`src/rtl/tinker_pkg.sv`:
```
// Shared types and constants for the Tinker fetch stage.
package tinker_pkg;

    localparam int unsigned ADDR_W  = 64;
    localparam int unsigned INSTR_W = 32;

    localparam logic [4:0]        OP_HALT          = 5'h0f;
    localparam logic [ADDR_W-1:0] DEFAULT_RESET_PC = 64'h2000;

    typedef struct packed {
        logic [ADDR_W-1:0]  pc;
        logic [INSTR_W-1:0] instr;
    } fetch_entry_t;

    function automatic logic is_halt(input logic [INSTR_W-1:0] instr);
        return (instr[31:27] == OP_HALT) && (instr[3:0] == 4'h0);
    endfunction

endpackage

```
`src/rtl/tinker_fetch_if.sv`:
```
// Instruction-memory, redirect and decode-side signals of the fetch stage.
interface tinker_fetch_if;
    import tinker_pkg::*;

    logic               imem_req;
    logic [ADDR_W-1:0]  imem_addr;
    logic [INSTR_W-1:0] imem_rdata;
    logic               redirect_valid;
    logic [ADDR_W-1:0]  redirect_pc;
    logic               id_valid;
    logic               id_ready;
    logic [ADDR_W-1:0]  id_pc;
    logic [INSTR_W-1:0] id_instr;
    logic               hlt;

    modport master (
        output imem_req, imem_addr, id_valid, id_pc, id_instr, hlt,
        input  imem_rdata, redirect_valid, redirect_pc, id_ready
    );

    modport slave (
        input  imem_req, imem_addr, id_valid, id_pc, id_instr, hlt,
        output imem_rdata, redirect_valid, redirect_pc, id_ready
    );

endinterface

```
`src/rtl/tinker_fetch_fifo.sv`:
```
// Fetch buffer: synchronous FIFO of {pc, instr} entries; flush wins over push.
module fetch_fifo
    import tinker_pkg::*;
#(
    parameter int unsigned DEPTH = 2
) (
    input  logic         clk,
    input  logic         reset,
    input  logic         push_i,
    input  fetch_entry_t entry_i,
    input  logic         pop_i,
    input  logic         flush_i,
    output fetch_entry_t head_o,
    output logic [$clog2(DEPTH):0] count_o,
    output logic         empty_o,
    output logic         full_o
);

    localparam int unsigned AW = $clog2(DEPTH);
    localparam int unsigned CW = AW + 1;

    fetch_entry_t  mem_q [DEPTH];
    logic [AW-1:0] rd_q;
    logic [AW-1:0] wr_q;
    logic [CW-1:0] count_q;

    always_ff @(posedge clk) begin
        if (!reset) begin
            mem_q   <= '{default: '0};
            rd_q    <= '0;
            wr_q    <= '0;
            count_q <= '0;
        end else if (flush_i) begin
            rd_q    <= '0;
            wr_q    <= '0;
            count_q <= '0;
        end else begin
            if (push_i) begin
                mem_q[wr_q] <= entry_i;
                wr_q        <= wr_q + 1'b1;
            end
            if (pop_i) begin
                rd_q <= rd_q + 1'b1;
            end
            count_q <= count_q + CW'(push_i) - CW'(pop_i);
        end
    end

    assign head_o  = mem_q[rd_q];
    assign count_o = count_q;
    assign empty_o = (count_q == '0);
    assign full_o  = (count_q == CW'(DEPTH));

endmodule

```
`src/rtl/tinker_fetch.sv`:
```
// Tinker instruction-fetch stage: PC, request issue, response buffering, redirect and halt.
module tinker_fetch
    import tinker_pkg::*;
#(
    parameter logic [ADDR_W-1:0] RESET_PC   = DEFAULT_RESET_PC,
    parameter int unsigned       FIFO_DEPTH = 2
) (
    input  logic           clk,
    input  logic           reset,
    tinker_fetch_if.master bus
);

    localparam int unsigned CW = $clog2(FIFO_DEPTH) + 1;
    localparam int unsigned OW = CW + 1;

    logic [ADDR_W-1:0] pc_q, pc_d;
    logic [ADDR_W-1:0] req_pc_q;
    logic              inflight_q;
    logic              halted_q;

    fetch_entry_t  head;
    logic [CW-1:0] count;
    logic          empty, full;
    logic          redirect, id_valid, pop, halt_pop, flush, push, can_issue, req;

    // Halted stage ignores redirects entirely; reset gating keeps outputs quiet while held.
    assign redirect  = reset && bus.redirect_valid && !halted_q;
    assign id_valid  = reset && !empty && !halted_q && !redirect;
    assign pop       = id_valid && bus.id_ready;
    assign halt_pop  = pop && is_halt(head.instr);
    assign flush     = redirect || halt_pop;
    assign push      = inflight_q && !halted_q && !full;

    // occupancy + inflight - pop < depth, rearranged to avoid unsigned underflow
    assign can_issue = (OW'(count) + OW'(inflight_q)) < (OW'(FIFO_DEPTH) + OW'(pop));
    assign req       = reset && !halted_q && !bus.redirect_valid && can_issue;

    always_comb begin
        pc_d = pc_q;
        if (redirect) begin
            pc_d = bus.redirect_pc & ~ADDR_W'(3);
        end else if (req) begin
            pc_d = pc_q + ADDR_W'(4);
        end
    end

    always_ff @(posedge clk) begin
        if (!reset) begin
            pc_q       <= RESET_PC;
            req_pc_q   <= '0;
            inflight_q <= 1'b0;
            halted_q   <= 1'b0;
        end else begin
            pc_q       <= pc_d;
            inflight_q <= req;
            if (req) begin
                req_pc_q <= pc_q;
            end
            if (halt_pop) begin
                halted_q <= 1'b1;
            end
        end
    end

    fetch_fifo #(
        .DEPTH (FIFO_DEPTH)
    ) u_fifo (
        .clk     (clk),
        .reset   (reset),
        .push_i  (push),
        .entry_i ('{pc: req_pc_q, instr: bus.imem_rdata}),
        .pop_i   (pop),
        .flush_i (flush),
        .head_o  (head),
        .count_o (count),
        .empty_o (empty),
        .full_o  (full)
    );

    assign bus.imem_req  = req;
    assign bus.imem_addr = pc_q;
    assign bus.id_valid  = id_valid;
    assign bus.id_pc     = head.pc;
    assign bus.id_instr  = head.instr;
    assign bus.hlt       = halted_q;

endmodule

```
`src/flat_wrapper.sv`:
```
// flat-port wrapper written by rule: the top's interface ports become plain ports
module tinker_fetch_flat import tinker_pkg::*;
#(
    parameter logic [ADDR_W-1:0] RESET_PC   = DEFAULT_RESET_PC,
    parameter int unsigned       FIFO_DEPTH = 2
)
  (clk, reset, bus_imem_req, bus_imem_addr, bus_id_valid, bus_id_pc, bus_id_instr, bus_hlt, bus_imem_rdata, bus_redirect_valid, bus_redirect_pc, bus_id_ready);
  tinker_fetch_if bus_i ();
  input  logic clk;
  input  logic reset;
  output wire logic [$bits(bus_i.imem_req)-1:0] bus_imem_req;
  output wire logic [$bits(bus_i.imem_addr)-1:0] bus_imem_addr;
  output wire logic [$bits(bus_i.id_valid)-1:0] bus_id_valid;
  output wire logic [$bits(bus_i.id_pc)-1:0] bus_id_pc;
  output wire logic [$bits(bus_i.id_instr)-1:0] bus_id_instr;
  output wire logic [$bits(bus_i.hlt)-1:0] bus_hlt;
  input wire logic [$bits(bus_i.imem_rdata)-1:0] bus_imem_rdata;
  input wire logic [$bits(bus_i.redirect_valid)-1:0] bus_redirect_valid;
  input wire logic [$bits(bus_i.redirect_pc)-1:0] bus_redirect_pc;
  input wire logic [$bits(bus_i.id_ready)-1:0] bus_id_ready;
  assign bus_imem_req = bus_i.imem_req;
  assign bus_imem_addr = bus_i.imem_addr;
  assign bus_id_valid = bus_i.id_valid;
  assign bus_id_pc = bus_i.id_pc;
  assign bus_id_instr = bus_i.id_instr;
  assign bus_hlt = bus_i.hlt;
  assign bus_i.imem_rdata = bus_imem_rdata;
  assign bus_i.redirect_valid = bus_redirect_valid;
  assign bus_i.redirect_pc = bus_redirect_pc;
  assign bus_i.id_ready = bus_id_ready;
  tinker_fetch #(.RESET_PC(RESET_PC), .FIFO_DEPTH(FIFO_DEPTH)) u_core (.clk(clk), .reset(reset), .bus(bus_i));
endmodule
```
`config.mk`:
```
export PLATFORM = sky130hd
export DESIGN_NAME = tinker_fetch_flat
export DESIGN_NICKNAME = d
export VERILOG_FILES = /design/src/rtl/tinker_pkg.sv /design/src/rtl/tinker_fetch_if.sv /design/src/rtl/tinker_fetch_fifo.sv /design/src/rtl/tinker_fetch.sv /design/src/flat_wrapper.sv
export SDC_FILE = /design/constraint.sdc
export NUM_CORES = 1
export LEC_CHECK = 0
export CORE_MARGIN = 2
export CORE_UTILIZATION = 35
export CTS_BUF_LIST = sky130_fd_sc_hd__clkbuf_4
export DETAILED_ROUTE_END_ITERATION = 8
export REMOVE_ABC_BUFFERS = 1
export SYNTH_ARGS = -nofsm -noshare
export SYNTH_HDL_FRONTEND = slang
export SYNTH_HIERARCHICAL = 1
export SYNTH_SLANG_ARGS = --single-unit
```
`constraint.sdc`:
```
create_clock -name clk -period 3.85 [get_ports clk]
set_clock_uncertainty 0.2 [all_clocks]
set_input_delay 1.155 -clock clk [delete_from_list [all_inputs] [get_ports clk]]
set_output_delay 1.155 -clock clk [all_outputs]
set_load 0.03 [all_outputs]
```
# Word level (Yosys, flattened, before mapping)
# Index checks and enable logic that the tools add are counted.
[op_classes]
addsub = 7
order_cmp = 4
eq_ne = 2
n_mux = 8
bitwise_logic = 4
reduce_logical = 26
[ops]
columns = ["cell", "n"]
rows = [
  ["two-way mux 96 bit", 4],
  ["bitwise mux 192 bit", 1],
  ["two-way mux 64 bit", 2],
  ["demux 96 bit (select 1 bit)", 1],
  ["adder 64 x 3 -> 64 bit, second input constant", 1],
  ["logical AND 1 bit", 14],
  ["equality test 5 x 4 -> 1 bit, second input constant", 1],
  ["logical NOT 1 bit", 5],
  ["greater-or-equal comparator 2 bit, second input constant", 2],
  ["logical NOT 4 bit", 1],
  ["NOT 1 -> 2 bit", 2],
  ["OR reduction 2 bit", 2],
  ["adder 2 x 1 -> 3 bit", 1],
  ["adder 2 x 1 -> 3 bit, first input constant", 1],
  ["< comparator 3 bit", 1],
  ["adder 1 bit, second input constant", 2],
  ["adder 2 x 1 -> 2 bit", 1],
  ["equality test 2 bit, second input constant", 1],
  ["logical NOT 2 bit", 1],
  ["< comparator 2 x 1 -> 1 bit, second input constant", 1],
  ["NOT 1 bit", 2],
  ["AND reduction 2 bit", 1],
  ["nonzero test 2 bit", 1],
  ["subtractor 2 x 1 -> 2 bit", 1],
  ["logical OR 1 bit", 1],
]
[totals]
regBits = 326
input_bits = 100
out_inout_bits = 163
word_cells = 63

# Logic depth before layout (Yosys ltp)
[logic_depth]
word_depth = 11
ltp_mapped = 12

# Cells and area by module
# The synthesis kept the hierarchy.
[modules_own_cells]
columns = ["mod", "n_inst", "cells_per_inst", "area_each_um2"]
rows = [
  ["fetch_fifo", 1, 854, 8577.0],
  ["tinker_fetch", 1, 722, 5651.7],
]

# Least setup slack after synthesis
# No wires, ideal clock.
[synth_path]
path_type = "input -> output"
startpoint = "input port bus_id_ready"
endpoint = "output port bus_imem_req"
arrival_time_ns = 2.629
setup_slack_ns = -0.134
path_stages = 5
n_path_buf = 2
path_cell_list = "or3b_1 a211o_1 clkbuf_1 inv_1 clkbuf_1"
[synth_between]
elab_chain_len = 4
[synth_lines]
columns = ["element", "line", "text"]
rows = [
  ["from (decl)", "flat_wrapper.sv:20", "input wire logic [$bits(bus_i.id_ready)-1:0] bus_id_ready;"],
  ["logical AND 1 bit", "tinker_fetch.sv:29", "assign pop = id_valid && bus.id_ready;"],
  ["adder 2 x 1 -> 3 bit", "tinker_fetch.sv:35", "assign can_issue = (OW'(count) + OW'(inflight_q)) < (OW'(FIFO_DEPTH) + OW'(pop));"],
  ["< comparator 3 bit", "tinker_fetch.sv:35", ""],
  ["logical AND 1 bit", "tinker_fetch.sv:36", "assign req = reset && !halted_q && !bus.redirect_valid && can_issue;"],
  ["to (decl)", "flat_wrapper.sv:11", "output wire logic [$bits(bus_i.imem_req)-1:0] bus_imem_req;"],
]
# No other way between the ends.

# Worst setup path after layout
[layout_path]
startpoint = "register u_core.u_fifo.rd_q"
endpoint = "output port bus_id_pc[58]"
[layout_between]
elab_chain_len = 4
[layout_lines]
columns = ["element", "line", "text"]
rows = [
  ["from (decl)", "tinker_fetch_fifo.sv:23", "logic [AW-1:0] rd_q;"],
  ["from (signal assigned)", "tinker_fetch_fifo.sv:43", "rd_q <= rd_q + 1'b1;"],
  ["NOT 1 -> 2 bit (not written as such)", "tinker_fetch_fifo.sv:49", "assign head_o = mem_q[rd_q];"],
  ["two-way mux 96 bit (not written as such) (3 in a row)", "tinker_fetch_fifo.sv:49", ""],
  ["to (decl)", "flat_wrapper.sv:14", "output wire logic [$bits(bus_i.id_pc)-1:0] bus_id_pc;"],
]
# No other way between the ends. The select of a mux whose other input is x is not followed.

==> flow_summary.ini <==
[yosys]
synth-main-ff-cell = sky130_fd_sc_hd__dfxtp_1
synth.distinct_cells = 52
ys_seq_area_share_pct = 45.3
library_cell_with_the_largest_summed_area_after_synthesis = sky130_fd_sc_hd__dfxtp_1
synth_top_cell_area_share_pct = 45.3
yosysMostFrequentCell = sky130_fd_sc_hd__nand2_1
ys_seq_elements = 322
per_instance_average_area_after_synthesis_um2 = 9.03
async_reset_ff_share_pct = 0
synth_area_leaders = sky130_fd_sc_hd__dfxtp_1 (45%), sky130_fd_sc_hd__mux2i_1 (14%), sky130_fd_sc_hd__nand2_1 (12%), sky130_fd_sc_hd__mux2_2 (7.8%), sky130_fd_sc_hd__a21oi_1 (3.0%)
netlist_area_before_placement_um2 = 14200
number_of_warnings_reported_in_the_yosys_synthesis_log = 6
synth_cells = 1576
netlist_top_cells_count = sky130_fd_sc_hd__nand2_1 (452), sky130_fd_sc_hd__dfxtp_1 (322), sky130_fd_sc_hd__mux2i_1 (193)
synth_edf_count = 0

[power_and_ir_drop]
internal_power_mw = 5.40
sw_frac_of_total_pct = 27.3
seq_power_share_pct = 47.7
p_sw_mw = 2.02
power_density_nw_per_um2 = 398
pwr-share-clk_pct = 40.6
vdd.ir_drop.worst_v = 0.000179
static-leakage-power_nw = 7.42
comb_power_share_pct = 11.8
total_power_mw = 7.42

[placement]
placement.cell_area_um2 = 17500
post-place-cells = 2294
preCtsSetupSlack_ns = -0.354
hpwl_mm = 27.8
gp_congestion = 0.768
io_buffer_count = 258

[layout]
final_cell_area_um2 = 18700
sequential_standard_cell_area_um2 = 6450
final_layout_size_suffix_gt1_share_pct = 15.9
final_core_util_pct = 46.7
syn_to_final_growth_pct = 31.1
nFillCells = 3934
final_net_count = 1973
multi_input_comb_area_um2 = 7140
instances_no_fill = 2462

[route]
drt-vias-per-instance = 4.92
routed_wire_length_per_instance_um = 17.2
drtIter0Drc = 569
totalWireLength_mm = 42.4
pre_repair_dr_iteration_count = 4
route.vias.total = 12100
detail-route-antenna-nets = 0
post-route-drc-count = 0

[timing]
finalHoldViolCount = 0
fin_tns_setup_ns = 0
grt_setup_unrepaired = false
min_period_over_period_pct = 97.2
rel_slew_slack_pct = 21.6
timing.final.max_slew_violations = 0
period_needed_ns = 3.74
worst_pin_slew_ns = 1.18
hold-worst-slack_ns = 0.252
final_worst_setup_slack_ns = 0.107
final-setup-viol-count = 0
max_clk_rate_ghz = 0.267

[worst_setup_path]
worst-path-max-fanout = 17
path_cells = buf_12, buf_12, mux2_2, clkdlybuf4s50_1
start_kind = flip-flop
worstRegToRegCells = 9
slowest_stage = sky130_fd_sc_hd__clkdlybuf4s50_1
r2r-end = u_core/bus.imem_addr[62]
critPathArrivalTime_ns = 2.39
timing.critical_path.slowest_cell_delay_ns = 0.61
path_common_cell = sky130_fd_sc_hd__buf_12
timing.rr.start = u_core/u_fifo/count_o[0]
reg2reg_slack_ns = 0.59
endpoint_kind = output port
worstSetupPathType = flip-flop to output port
data_required_time_at_the_worst_endpoint_ns = 2.49

[global_route]
global_route.overflow_total = 0
wire_length_of_the_first_global_routing_pass_mm = 66.6
antenna_found_initial = 5
track_usage_pct = 20.1
via_count_of_the_first_global_routing_pass = 12600
pin_count_of_the_biggest_net_entering_global_routing = 211

[clock_network]
cts-buffers-inserted = 90
cts.sinks = 322
cts.hold.buffers_added = 0
cts.reportedPaths.clkPinSlew_ns = 0.07
clockRootBuffer = sky130_fd_sc_hd__clkbuf_4
clk-insertion-delay-late_ns = 0.75
cts_tree = done
cts_max_level = 3
max-clock-path-buffers = 3

[floorplanning]
core.rowCount = 73
initial_utilization_pct = 35.6
io_pins = 263
full_die_area_um2 = 42300
coreArea_um2 = 39900
dieHeight_um = 206
chipWidth_um = 206

[outcome]
outcome = complete, no violations

[run]
cap_violations = 0

[hold_path]
whs_endpoint = u_core/req_pc_q[49]
number_of_cells_on_the_worst_hold_path = 2
hold_start = u_core/req_pc_q[49]
min_path_type = flip-flop to flip-flop
[cells in the final DEF, fill, tap and decap left out, drive strengths merged, types with 11 or more instances in the layout]
master           n
nand2          452
dfxtp          322
clkdlybuf4s50  233
mux2i          193
clkbuf         135
mux2            98
a21oi           86
buf             58
o21ai           48
nor2            46
xnor2           31
nand3           23
nor3            23
a211oi          21
clkinv          21
nand4           18
dlygate4sd2     17
inv             12
xor2            11
[worst max-delay path by stage]
stage / startpoint / end / depth (start not counted) / slack [ns]
finish: u_core/u_fifo/rd_q / bus_id_pc[58] / 4 / 0.11
detailed placement: bus_id_ready / u_core/bus.imem_addr[34] / 8 / -0.35
floorplan: u_core/u_fifo/rd_q / u_core/u_fifo/mem_q[100] / 7 / -5.71
global route: u_core/u_fifo/rd_q / bus_id_instr[6] / 4 / 0.00006
global placement: bus_id_ready / u_core/bus.imem_addr[62] / 8 / -0.35
CTS: u_core/u_fifo/rd_q / bus_id_instr[28] / 4 / 0.00007
[final cells by class]
class | instances | share of cell area, %
Clock inverter | 22 | 0.449
Inverter | 11 | 0.241
Clock buffer | 135 | 5.43
Antenna cell | 4 | 0.0537
Multi-Input combinational cell | 1130 | 38.3
Sequential cell | 322 | 34.6
Timing Repair Buffer | 313 | 17.5
Tap cell | 525 | 3.52
[worst max-delay path: cells and delay by family, from the launching register on]
family	cells	cell delay [ns]
buf+inv	3	0.89
mux	1	0.37
flops	1	0.38
[cell families (layout without fill, tap and decap cells)]
| group | after synthesis | after routing | share of synthesized area [%] |
|---|---|---|---|
| AND/OR/NAND/NOR | 608 | 608 | 18.1 |
| flip-flops | 322 | 322 | 45.3 |
| multiplexers | 291 | 291 | 21.3 |
| AO/OA/AOI/OAI | 179 | 179 | 7.28 |
| buffers and inverters | 127 | 481 | 4.81 |
| XOR/XNOR | 43 | 43 | 2.74 |
| adder cells (fa/ha/maj) | 5 | 5 | 0.440 |
| other | 1 | 8 | 0.0264 |
[power groups by stage]
stage	Combinational [mW]	Clock (mW)	Sequential (mW)
3_3_place_gp	0.864	0	3.61
4_1_cts	0.882	3.14	3.53
5_1_grt	0.934	3.31	3.55
3_5_place_dp	0.872	0	3.61
2_1_floorplan	0.384	0	3.67
6_report	0.872	3.01	3.53
[timing repair]
item                                    in CTS  in global routing
pin swaps                                    2                  0
endpoints found under the setup margin      97                  5
setup buffers                                7                  0
resized for setup                           20                  5
[layer usage]
layer | GRT usage [%] | vias to the layer above | wire length (um) | part of all wire [%]
li1 | - | 6014 | - | -
met2 | 32.9 | 274 | 19700 | 47
met3 | 4.12 | 77 | 2070 | 4.9
met5 | 0 | - | 11 | 0.026
met1 | 25.1 | 5745 | 19300 | 45
met4 | 9.58 | 2 | 1300 | 3.1
[flip-flops by register name, summed over array words and instances, names as in the netlist]
signal,cells
u_core/bus.hlt,1
u_core/bus.imem_addr,62
u_core/inflight_q,1
u_core/req_pc_q,62
u_core/u_fifo/count_o,2
u_core/u_fifo/mem_q,192
u_core/u_fifo/rd_q,1
u_core/u_fifo/wr_q,1
Note: power is estimated with default switching activity, not from simulation.
